### src/rtl/pipelined_alu.sv
// Single-stage pipelined ALU with valid/ready handshake, registered result and flags,
// and an internal accumulator for ACC/CLRACC.
module pipelined_alu #(
    parameter int unsigned WIDTH = 8
) (
    input  logic             clk,
    input  logic             rst,
    input  logic             in_valid,
    output logic             in_ready,
    input  logic [2:0]       opcode,
    input  logic [WIDTH-1:0] a,
    input  logic [WIDTH-1:0] b,
    output logic             out_valid,
    input  logic             out_ready,
    output logic [WIDTH-1:0] out,
    output logic             carry,
    output logic             zero,
    output logic             ovf
);

    localparam int unsigned MSB = WIDTH - 1;

    localparam logic [2:0] OP_XOR    = 3'b000;
    localparam logic [2:0] OP_ADD    = 3'b001;
    localparam logic [2:0] OP_NAND   = 3'b010;
    localparam logic [2:0] OP_SUB    = 3'b011;
    localparam logic [2:0] OP_AND    = 3'b100;
    localparam logic [2:0] OP_OR     = 3'b101;
    localparam logic [2:0] OP_ACC    = 3'b110;
    localparam logic [2:0] OP_CLRACC = 3'b111;

    logic [WIDTH-1:0] acc;
    logic [WIDTH:0]   sum_c;
    logic [WIDTH-1:0] res_c;
    logic             carry_c;
    logic             ovf_c;
    logic             accept_c;

    // The output stage frees up whenever it is empty or being drained this cycle.
    assign in_ready = !out_valid || out_ready;
    assign accept_c = in_valid && in_ready;

    // Result and flag computation for the presented operation.
    always_comb begin
        sum_c   = '0;
        res_c   = '0;
        carry_c = 1'b0;
        ovf_c   = 1'b0;
        case (opcode)
            OP_XOR:  res_c = a ^ b;
            OP_ADD: begin
                sum_c   = {1'b0, a} + {1'b0, b};
                res_c   = sum_c[MSB:0];
                carry_c = sum_c[WIDTH];
                ovf_c   = (a[MSB] == b[MSB]) && (res_c[MSB] != a[MSB]);
            end
            OP_NAND: res_c = ~(a & b);
            OP_SUB: begin
                // Bit WIDTH of the extended difference is the unsigned borrow.
                sum_c   = {1'b0, a} - {1'b0, b};
                res_c   = sum_c[MSB:0];
                carry_c = sum_c[WIDTH];
                ovf_c   = (a[MSB] != b[MSB]) && (res_c[MSB] != a[MSB]);
            end
            OP_AND:  res_c = a & b;
            OP_OR:   res_c = a | b;
            OP_ACC: begin
                sum_c   = {1'b0, acc} + {1'b0, a};
                res_c   = sum_c[MSB:0];
                carry_c = sum_c[WIDTH];
                ovf_c   = (acc[MSB] == a[MSB]) && (res_c[MSB] != acc[MSB]);
            end
            OP_CLRACC: res_c = '0;
            default:   res_c = '0;
        endcase
    end

    // Output stage and accumulator; only accepted operations update state.
    always_ff @(posedge clk) begin
        if (rst) begin
            out_valid <= 1'b0;
            out       <= '0;
            carry     <= 1'b0;
            zero      <= 1'b0;
            ovf       <= 1'b0;
            acc       <= '0;
        end else begin
            if (accept_c) begin
                out_valid <= 1'b1;
                out       <= res_c;
                carry     <= carry_c;
                zero      <= (res_c == '0);
                ovf       <= ovf_c;
                if (opcode == OP_ACC) begin
                    acc <= res_c;
                end else if (opcode == OP_CLRACC) begin
                    acc <= '0;
                end
            end else if (out_valid && out_ready) begin
                out_valid <= 1'b0;
            end
        end
    end

endmodule

### config.mk
export PLATFORM = sky130hd
export DESIGN_NAME = pipelined_alu
export DESIGN_NICKNAME = d
export VERILOG_FILES = /design/src/rtl/pipelined_alu.sv
export SDC_FILE = /design/constraint.sdc
export NUM_CORES = 1
export LEC_CHECK = 0
export ABC_AREA = 1
export CAP_MARGIN = 20
export CORE_MARGIN = 2
export CORE_UTILIZATION = 51
export DETAILED_ROUTE_END_ITERATION = 8
export PLACE_DENSITY = 0.78
export SLEW_MARGIN = 30
export SYNTH_ARGS = -nofsm -noshare
export SYNTH_HDL_FRONTEND = slang
export SYNTH_SLANG_ARGS = --single-unit
### constraint.sdc
create_clock -name clk -period 2.05 [get_ports clk]
set_clock_uncertainty 0.2 [all_clocks]
set_input_delay 0.41 -clock clk [delete_from_list [all_inputs] [get_ports clk]]
set_output_delay 0.41 -clock clk [all_outputs]
set_load 0.01 [all_outputs]
# Word level (Yosys, flattened, before mapping)
# Index checks and enable logic that the tools add are counted.
# totals
input_bits	23
regBits	20
output_inout_bits	13
elab_cells	45
# op_classes
addsub	3
muxes	7
n_bitwise	4
reduce_logical	12
eq_ne	13
# op_table
op	n
one-hot mux 8 bit (8 select lines)	1
adder 8 x 8 -> 9 bit	2
2-to-1 mux 8 bit	2
equality test 3 bit (second input constant)	4
subtractor 8 x 8 -> 9 bit	1
bitwise AND 8 bit	1
logical NOT 8 bit	1
inverter 8 bit	1
OR 8 bit	1
bitwise XOR 8 bit	1
equality test 3 x 2 -> 1 bit (second input constant)	2
one-hot mux 1 bit (3 select lines)	2
logical AND 1 bit	5
!= test 1 bit	4
nonzero test 2 bit	2
equality test 3 x 1 -> 1 bit (second input constant)	1
logical NOT 3 bit	1
equality test 1 bit	2
2-to-1 mux 1 bit	2
AND reduction 2 bit	1
logical NOT 1 bit	1
logical OR 1 bit	1

# Depth between registers and ports, before layout
# depth
depth_word	4
ltp_mapped	16
depth_no_buf	15

# Least setup slack after synthesis
# OpenSTA, ideal clock, no wires.
# synth_timing
path_kind	input port to flip-flop
start	in a[0]
end	reg zero
setup_slack_ns	-0.174
stages	15
t_arrival_ns	1.956
path_buffers	0
setup_time_ns	0.067
cell_sequence	ha_1 -> inv_1 -> fa_1 -> inv_1 -> o21ai_0 -> nand2_1 -> inv_1 -> nand3_1 -> nand2_1 -> nand2_1 -> nor2_1 -> nand3_1 -> nor2_1 -> nand2_1 -> a21oi_2
# synth_between
elab_chain_len	4
elab_cells_between_ends	9
# synth_rtl
element	line	rtl
start: declaration	11	input logic [WIDTH-1:0] a,
parallel branches: the longest is 2 deep, another holds adder 8 x 8 -> 9 bit	--	
one-hot mux 8 bit (8 select lines) *	49	case (opcode)
logical NOT 8 bit *	92	zero <= (res_c == '0);
end signal: assignment	92	
end: declaration	17	output logic zero,
# Mark *: on every way between the ends.
# A chain may end at the register's enable or synchronous reset.

# Final worst setup path
# Same ends and word-level chain as after synthesis.

==> impl_metrics.py <==
metrics = {
    "outcome": {
        "status": "finished with violations",
        "violations": "negative setup slack",
    },
    "placement": {
        "dp_hpwl_mm": 6.85,
        "place_congestion": 0.983,
        "port_buffers": 35,
        "post-place-ws_ns": -0.823,
    },
    "timing": {
        "hold-worst-slack_ns": 0.320,
        "setup-violations-final": 12,
        "worstMarginPinSlew_ns": 0.352,
        "hold_viol": 0,
        "slew_violations": 0,
        "rsz0062_at_grt": "true",
        "min_period_over_period_pct": 116,
        "slew_headroom_pct": 76.3,
        "finalSetupTns_ns": -1.59,
        "fin_crit_ns": 2.38,
        "max_freq_mhz": 421,
        "setup_slack_ns": -0.327,
    },
    "final_layout": {
        "area_growth_pct": 70.1,
        "diodes": 0,
        "nNetsFinal": 632,
        "drive_gt1_share_pct": 47.5,
        "postLayoutCoreUtil_pct": 88.5,
        "fillers": 252,
    },
    "die": {
        "row_count": 26,
        "core_um2": 5010,
        "die_width_um": 75.5,
        "dieHeight_um": 75.5,
        "ios": 36,
        "dieArea_um2": 5700,
        "initial_core_util_pct": 52.0,
    },
    "run": {
        "max_cap_violations": 0,
    },
    "synthesis": {
        "syn_area_um2": 2610,
        "syn_area_per_cell_um2": 5.94,
        "synthCells": 439,
        "synth-seq-cells": 20,
        "ys_seq_area_share_pct": 15.4,
        "yosys.cell_types.count": 32,
        "synth_nets": 497,
        "yosys_warnings": 0,
    },
    "grt": {
        "grt_pass1_vias": 3109,
        "grt_pass1_wl_mm": 14.4,
        "overflow": 0,
        "track_usage_pct": 33.6,
        "antenna_found_initial": 0,
        "grt_max_degree": 18,
    },
    "worst_setup_path": {
        "path_cells": "buf_6, inv_2, ha_2, inv_2, fa_2, inv_1, nand2_1, nand3_1, nand2_1, nor2_1, nand4_1, nor2_1, nand3_1, nor2_1, nand2_1, a21oi_2",
        "worst-endpoint-required_ns": 2.07,
        "crit_family": "simple AND/OR/NAND/NOR gates",
        "critPathBufInv": 4,
        "end_kind": "register",
        "arrival_ns": 2.39,
        "start_kind": "input pin",
        "cp_max_fo": 4,
        "slowest_stage": "fa_2",
        "max_stage_delay_ns": 0.39,
        "crit_type": "input pin to register",
    },
    "power": {
        "power.total_w": 0.00176,
        "p_per_area_nw_per_um2": 396,
        "swShare_pct": 38.1,
        "p_sw_w": 0.000668,
        "seqPwrFrac_pct": 24.1,
        "ir_drop_mv": 0.529,
        "leakagePower_nw": 2.21,
        "clkPwrFrac_pct": 23.3,
        "combPwrFrac_pct": 52.6,
        "p_int_w": 0.00109,
    },
    "cts": {
        "insertion_delay_ns": 0.27,
        "cts_buffer_depth": 2,
        "clock_tree.root_cell": "clkbuf_8",
        "cts_htree_levels": 1,
        "cts_tree": "yes",
        "cts_hold_buf": 0,
        "cts_sinks": 20,
        "path_clk_slew_ns": 0.08,
        "cts_buffers": 3,
    },
    "drt": {
        "drt_wl_total_mm": 12.3,
        "vias": 3819,
        "drt_pre_antenna_iters": 8,
        "drtAntennaViolNets": 0,
        "drtIter0Drc": 527,
        "drc": 0,
        "wl_per_cell_um": 19.1,
        "via_per_inst": 5.94,
    },
    "worst_hold_path": {
        "hp-class": "register to register",
    },
}
-- tightest hold or removal path, stage by stage, from the launching register on --
cell     delay, ns
dfxtp_2       0.35
nand2_1       0.07
a21oi_1       0.06
-- registers in the layout, summed over array words and instances (netlist names) --
signal,cells
zero,1
ovf,1
acc,8
out_valid,1
carry,1
out,8
-- path summary, 6_finish.rpt --
check                            start      to  slack [ns]  cells after the start
worst min-delay path            acc[2]  acc[2]        0.32                      2
worst min register to register  acc[2]  acc[2]        0.32                      2
worst max-delay path              a[0]    zero       -0.33                     16
worst max register to register  acc[0]    zero       -0.31                     14
-- cell type report --
class	count	area, µm²	share of cell area [%]
Tap cell	70	87.6	1.98
Multi-Input combinational cell	330	2420	54.5
Inverter	80	320	7.22
Clock buffer	3	41.3	0.931
Timing Repair Buffer	139	1130	25.5
Sequential cell	20	404	9.11
Clock inverter	1	30.0	0.677
-- routing by layer --
metal / global-route usage [%] / up-vias / wire, µm
met5: 0 / - / 0
met4: 10.7 / 0 / 768
met3: 3.04 / 94 / 1350
met2: 58.7 / 311 / 5840
met1: 43.7 / 1755 / 4300
li1: - / 1659 / -
-- synth_stat cells --
cell type  instances  area [µm²]
xor2_1             4        35.0
buf_4              1        7.51
or2_0              1        6.26
a21oi_1           23         115
fa_1               3        60.1
nor2_2             5        31.3
buf_6              4        45.0
o21ai_2            1        8.76
nand2_2            2        12.5
a31oi_1            1        6.26
nor3_2             2        20.0
and2_1             1        6.26
nand4_1           11        68.8
o21ai_0           11        55.1
nand3b_1           3        22.5
dfxtp_1           20         400
o211ai_1           5        37.5
a211oi_1           1        7.51
nor2_4             1        11.3
clkbuf_1           1        3.75
buf_2              3        15.0
ha_1              32         400
nand3_1           41         205
nor2_1            50         188
nor3_1             3        15.0
inv_1             77         289
a21oi_2            1        8.76
inv_4              1        6.26
a41oi_1            1        8.76
inv_2              2        7.51
nand3_2            4        40.0
nand2_1          123         462
-- metrics by stage --
| step | area (µm²) | std cells |
|---|---|---|
| 3_5_place_dp | 3610 | 618 |
| 3_3_place_gp | 3610 | 618 |
| 2_1_floorplan | 2620 | 439 |
| 6_report | 4430 | 643 |
| 4_1_cts | 3980 | 626 |
| 5_1_grt | 4430 | 643 |
-- kinds of logic (layout without fill, tap and decap cells) --
family                     count (synthesis)  after routing  synth area share (%)
buffers and inverters                     89            223                  14.4
and+or+nand+nor                          247            247                  41.8
DFF                                       20             20                  15.4
AOI/OAI and AO/OA                         44             44                  9.51
adders and majority gates                 35             35                  17.7
xor gates and xnor gates                   4              4                  1.34
-- power by group through the flow --
stage | clock [W] | combinational (W) | sequential, W
4_1_cts | 0.000408 | 0.000727 | 0.000421
6_report | 0.000409 | 0.000923 | 0.000423
3_5_place_dp | 0 | 0.000666 | 0.000429
3_3_place_gp | 0 | 0.000650 | 0.000429
2_1_floorplan | 0 | 0.000338 | 0.000437
5_1_grt | 0.000412 | 0.000971 | 0.000424
-- repair_timing --
item                       in CTS  in global routing
pin swaps                      28                 42
setup endpoints to repair      18                 14
buffers inserted                4                 18
resized for setup             106                133
-- cell usage in the layout (no fill, tap or decap), types with 2 or more instances in the layout --
cell / instances
fa_2: 2
inv_4: 8
dfxtp_2: 3
nor3_1: 2
nand3_2: 17
ha_4: 16
clkbuf_2: 8
nand4_1: 11
nand2_4: 6
nor2_2: 8
o211ai_1: 5
o21ai_0: 8
xor2_1: 4
o21ai_2: 2
clkbuf_8: 3
o21ai_1: 2
ha_2: 7
dlygate4sd2_1: 2
a21oi_2: 9
nand2_2: 30
nor2_1: 41
nand3b_1: 3
nor2_4: 7
dfxtp_1: 17
nor3_2: 3
buf_6: 15
nand3_1: 23
clkdlybuf4s50_1: 15
a21oi_4: 2
dlymetal6s2s_1: 3
nand3_4: 5
a21oi_1: 13
nand2_1: 89
inv_1: 49
ha_1: 9
buf_4: 95
inv_2: 23
Note: power is estimated with default switching activity, not from simulation.
